===== src/rtl/load_store_unit.sv =====
// Load/store front end for a word-addressed data memory: it formats byte, halfword and word
// requests into memory strobes and masks, and aligns load data back into the response.
module load_store_unit #(
    parameter int ADDR_W = 32
) (
    input  logic              clk,
    input  logic              rst_n,
    input  logic              req_valid_i,
    output logic              req_ready_o,
    input  logic              req_we_i,
    input  logic [2:0]        req_funct3_i,
    input  logic [ADDR_W-1:0] req_addr_i,
    input  logic [31:0]       req_wdata_i,
    output logic              rsp_valid_o,
    input  logic              rsp_ready_i,
    output logic [31:0]       rsp_rdata_o,
    output logic              rsp_err_o,
    output logic [ADDR_W-1:0] mem_addr_o,
    output logic              mem_rstrb_o,
    input  logic [31:0]       mem_rdata_i,
    output logic [3:0]        mem_wmask_o,
    output logic [31:0]       mem_wdata_o
);

    typedef enum logic [1:0] {IDLE, ISSUE, RD_WAIT, RESP} state_t;

    state_t            state_q, state_d;
    logic              we_q;
    logic [2:0]        funct3_q;
    logic [1:0]        off_q;
    logic [31:0]       rsp_rdata_q;
    logic              rsp_err_q;
    logic [ADDR_W-1:0] mem_addr_q;
    logic [31:0]       mem_wdata_q;

    logic        req_illegal;
    logic        req_misaligned;
    logic        req_err;
    logic        accept;
    logic [31:0] store_wdata;
    logic [3:0]  store_mask;
    logic [31:0] load_shifted;
    logic [31:0] load_data;

    always_comb begin
        req_illegal = 1'b1;
        case (req_funct3_i)
            3'b000, 3'b001, 3'b010: req_illegal = 1'b0;
            3'b100, 3'b101:         req_illegal = req_we_i;
            default:                req_illegal = 1'b1;
        endcase
        req_misaligned = ((req_funct3_i[1:0] == 2'b01) && req_addr_i[0]) ||
                         ((req_funct3_i[1:0] == 2'b10) && (req_addr_i[1:0] != 2'b00));
        req_err = req_illegal || req_misaligned;
        accept  = (state_q == IDLE) && req_valid_i;

        case (req_funct3_i[1:0])
            2'b00:   store_wdata = {4{req_wdata_i[7:0]}};
            2'b01:   store_wdata = {2{req_wdata_i[15:0]}};
            default: store_wdata = req_wdata_i;
        endcase
    end

    always_comb begin
        case (funct3_q[1:0])
            2'b00:   store_mask = 4'b0001 << off_q;
            2'b01:   store_mask = 4'b0011 << {off_q[1], 1'b0};
            default: store_mask = 4'b1111;
        endcase

        load_shifted = mem_rdata_i >> {off_q, 3'b000};
        case (funct3_q)
            3'b000:  load_data = {{24{load_shifted[7]}}, load_shifted[7:0]};
            3'b001:  load_data = {{16{load_shifted[15]}}, load_shifted[15:0]};
            3'b100:  load_data = {24'd0, load_shifted[7:0]};
            3'b101:  load_data = {16'd0, load_shifted[15:0]};
            default: load_data = load_shifted;
        endcase
    end

    always_comb begin
        state_d = state_q;
        case (state_q)
            IDLE:    if (req_valid_i) state_d = req_err ? RESP : ISSUE;
            ISSUE:   state_d = we_q ? RESP : RD_WAIT;
            RD_WAIT: state_d = RESP;
            RESP:    if (rsp_ready_i) state_d = IDLE;
            default: state_d = IDLE;
        endcase
    end

    // Strobe and mask are gated by rst_n so nothing reaches memory while reset is held.
    always_comb begin
        req_ready_o = (state_q == IDLE);
        rsp_valid_o = (state_q == RESP);
        mem_rstrb_o = rst_n && (state_q == ISSUE) && !we_q;
        mem_wmask_o = (rst_n && (state_q == ISSUE) && we_q) ? store_mask : 4'b0000;
    end

    always_ff @(posedge clk) begin
        if (!rst_n) begin
            state_q <= IDLE;
        end else begin
            state_q <= state_d;
        end
    end

    always_ff @(posedge clk) begin
        if (!rst_n) begin
            we_q        <= 1'b0;
            funct3_q    <= 3'b000;
            off_q       <= 2'b00;
            rsp_rdata_q <= 32'd0;
            rsp_err_q   <= 1'b0;
            mem_addr_q  <= '0;
            mem_wdata_q <= 32'd0;
        end else begin
            if (accept) begin
                we_q        <= req_we_i;
                funct3_q    <= req_funct3_i;
                off_q       <= req_addr_i[1:0];
                rsp_err_q   <= req_err;
                rsp_rdata_q <= 32'd0;
                // Erroneous requests never touch the memory-side registers.
                if (!req_err) begin
                    mem_addr_q <= {req_addr_i[ADDR_W-1:2], 2'b00};
                    if (req_we_i) begin
                        mem_wdata_q <= store_wdata;
                    end
                end
            end
            if (state_q == RD_WAIT) begin
                rsp_rdata_q <= load_data;
            end
        end
    end

    assign rsp_rdata_o = rsp_rdata_q;
    assign rsp_err_o   = rsp_err_q;
    assign mem_addr_o  = mem_addr_q;
    assign mem_wdata_o = mem_wdata_q;

endmodule

===== config.mk =====
export PLATFORM = sky130hd
export DESIGN_NAME = load_store_unit
export DESIGN_NICKNAME = d
export VERILOG_FILES = /design/src/rtl/load_store_unit.sv
export SDC_FILE = /design/constraint.sdc
export NUM_CORES = 1
export LEC_CHECK = 0
export ABC_AREA = 1
export BUFFER_PORTS_ARGS = -buffer_cell sky130_fd_sc_hd__buf_2
export CAP_MARGIN = 20
export CORE_UTILIZATION = 40
export DETAILED_ROUTE_END_ITERATION = 12
export PLACE_DENSITY = 0.71
export SLEW_MARGIN = 20
export SYNTH_ARGS = -nofsm -noshare
export SYNTH_HDL_FRONTEND = slang
export SYNTH_SLANG_ARGS = --single-unit

===== constraint.sdc =====
create_clock -name clk -period 1.65 [get_ports clk]
set_input_delay 0.0825 -clock clk [delete_from_list [all_inputs] [get_ports clk]]
set_output_delay 0.0825 -clock clk [all_outputs]
set_load 0.005 [all_outputs]

==> results.yml <==
cts:
  clk_latency_ns: 0.35
  clock_sinks: 103
  numCtsBuffers: 9
  cts_root_buf: "clkbuf_16"
  cts_buffer_depth: 2
  cts_tree: "done"
  post-cts-setup-buffers: 0
  clkTransAtPathRegs_ns: 0.07
  htree_levels: 3
layout:
  layout_common_cells: "nand2_1 (285), buf_2 (205), dfxtp_1 (102), a21oi_1 (91), nand3_1 (40)"
  layout_commonest_cell: "nand2_1"
  layout.nets: 1051
  syn_to_final_growth_pct: 35.7
  fillers: 1225
  drive_gt1_share_pct: 35.3
floorplan:
  placementRows: 41
  ios: 208
  start_util_pct: 41.2
  dieArea_um2: 13500
  core_area_um2: 12700
  die_y_um: 116
  die_width_um: 116
sta:
  period_share_pct: 93.8
  hold_violations: 0
  fin_crit_ns: 1.55
  fin_setup_tns_ns: 0
  max_freq_ghz: 0.646
  final.setup.worst_slack_ns: 0.102
  setup_viol: 0
  fin_skew_ns: 0.00618
  rsz0062_at_grt: "false"
  drv_slew: 0
route:
  routedWlPerCell_um: 13.9
  drtIter0Drc: 510
  drt-vias-per-instance: 4.94
  drt_wl_total_um: 15600
  drtAntennaViolNets: 0
  dr.pass1.iters: 5
  vias: 5535
  drc: 0
place:
  dpl.hpwl_um: 10900
  place_congestion: 0.924
  dp_slack_ns: 0.0819
  portBuffers: 205
synth:
  synth_cells: 725
  yosysUniqueCellTypes: 31
  syn_area_um2: 5220
  synth.yosys.seq_area_share_pct: 39.5
  synth_area_per_cell_um2: 7.20
  yosysWarnings: 0
  synth.ff_latch_count: 103
critical_path:
  worstSetupPathType: "flip-flop to output port"
  worst-path-max-fanout: 4
  end_kind: "output port"
  worstPathRequired_ns: 1.57
  arrival_ns: 1.47
  critical_path.startpoint_type: "flip-flop"
min_path:
  min_path_type: "input pin to flip-flop"
power_and_ir_drop:
  leakage_nw: 3.24
  powerDensity_nw_per_um2: 1190
  max-vdd-ir-drop_uv: 500
grt:
  grt_pass1_wl_um: 24300
  grt_max_degree: 50
  antenna_found_initial: 2
  overflow: 0
  grt.total_usage_pct: 23.1
  grt_pass1_vias: 4965
run:
  maxCapViolCount: 0
status:
  status: "finished, final reports clean"
## path summary, 6_finish.rpt
| kind | from | to | slack (ns) | depth (start not counted) |
|---|---|---|---|---|
| setup / recovery | state_q[0] | mem_wmask_o[2] | 0.10 | 7 |
| hold / removal | req_wdata_i[5] | mem_wdata_o[5] | 0.02 | 3 |
| setup reg to reg | state_q[1] | rsp_rdata_o[26] | 0.12 | 9 |
| hold reg to reg | mem_addr_o[3] | mem_addr_o[3] | 0.46 | 2 |
## state kept, by name, indices dropped and copies added, names as in the netlist
name and cells:
rsp_err_o 1, mem_wdata_o 32, we_q 1, rsp_rdata_o 32, mem_addr_o 30, off_q 2, funct3_q 3, state_q 2
## through the flow
| step | hold slack [ns] | utilization [%] | instance area (µm²) | std cells | power [W] |
|---|---|---|---|---|---|
| floorplan | 0.225 | - | 5220 | 726 | 0.00515 |
| global placement | 0.331 | 50.8 | 6430 | 1073 | 0.00618 |
| detailed placement | 0.336 | 50.8 | 6430 | 1073 | 0.00619 |
| CTS | 0.00285 | 55.7 | 7060 | 1120 | 0.00849 |
| global route | 0.00626 | 55.9 | 7080 | 1120 | 0.00901 |
| finish | 0.0190 | 55.9 | 7080 | 1121 | 0.00844 |
## Yosys cell counts (all sizes together)
cell | instances | area [µm²]
ha | 4 | 50.1
clkbuf | 21 | 78.8
a21oi | 119 | 689
nand2 | 298 | 1150
o211ai | 12 | 90.1
dfxtp | 103 | 2060
nand3 | 73 | 553
o22ai | 1 | 6.26
nand4 | 1 | 12.5
nor2 | 9 | 36.3
clkinv | 2 | 12.5
conb | 1 | 3.75
inv | 23 | 91.3
buf | 34 | 244
o21ai | 23 | 130
a31oi | 1 | 6.26
## power by group
part / internal, W / switching [W]
Combinational: 0.00127 / 0.00193
Sequential: 0.00282 / 0.000197
Clock: 0.00123 / 0.000997
## critical path, stage by stage, from the launching register on
cell and delay [ns]:
dfxtp_2 0.33, buf_4 0.12, ha_2 0.18, nand2_1 0.06
inv_2 0.07, nand2_2 0.08, a21oi_2 0.15, buf_2 0.14
## cell families after synthesis
family	share of synthesized area (%)
adders and majority gates	0.959
AOI/OAI and AO/OA	17.7
other	0.0718
and+or+nand+nor	33.6
DFF	39.5
buffers and inverters	8.17
## what timing repair did
item                       CTS  global route
pin swaps                    0             0
resized for setup            2             9
hold buffers                31             0
hold endpoints to repair    31             0
setup endpoints to repair    1            76
## metal layers
layer | vias to the layer above | wire (µm) | GRT usage (%) | share of wire, %
met5 | - | 10 | 0 | 0.064
met4 | 2 | 351 | 9.91 | 2.3
met3 | 30 | 1190 | 5.76 | 7.7
met2 | 224 | 7160 | 37.8 | 46
met1 | 2489 | 6860 | 28.9 | 44
li1 | 2790 | - | - | -
## area by class of cell
type                       count  area (µm²)  area share, %
tap                          172         215           3.04
sequential                   103        2060           29.1
antenna                        1        2.50         0.0353
clock buffer                  10         239           3.37
multi-input combinational    543        2750           38.9
clock inverter                 6        70.1          0.989
timing repair buffer         261        1630           23.0
inverter                      25         108           1.52
Power figures use the tool's default switching activity.
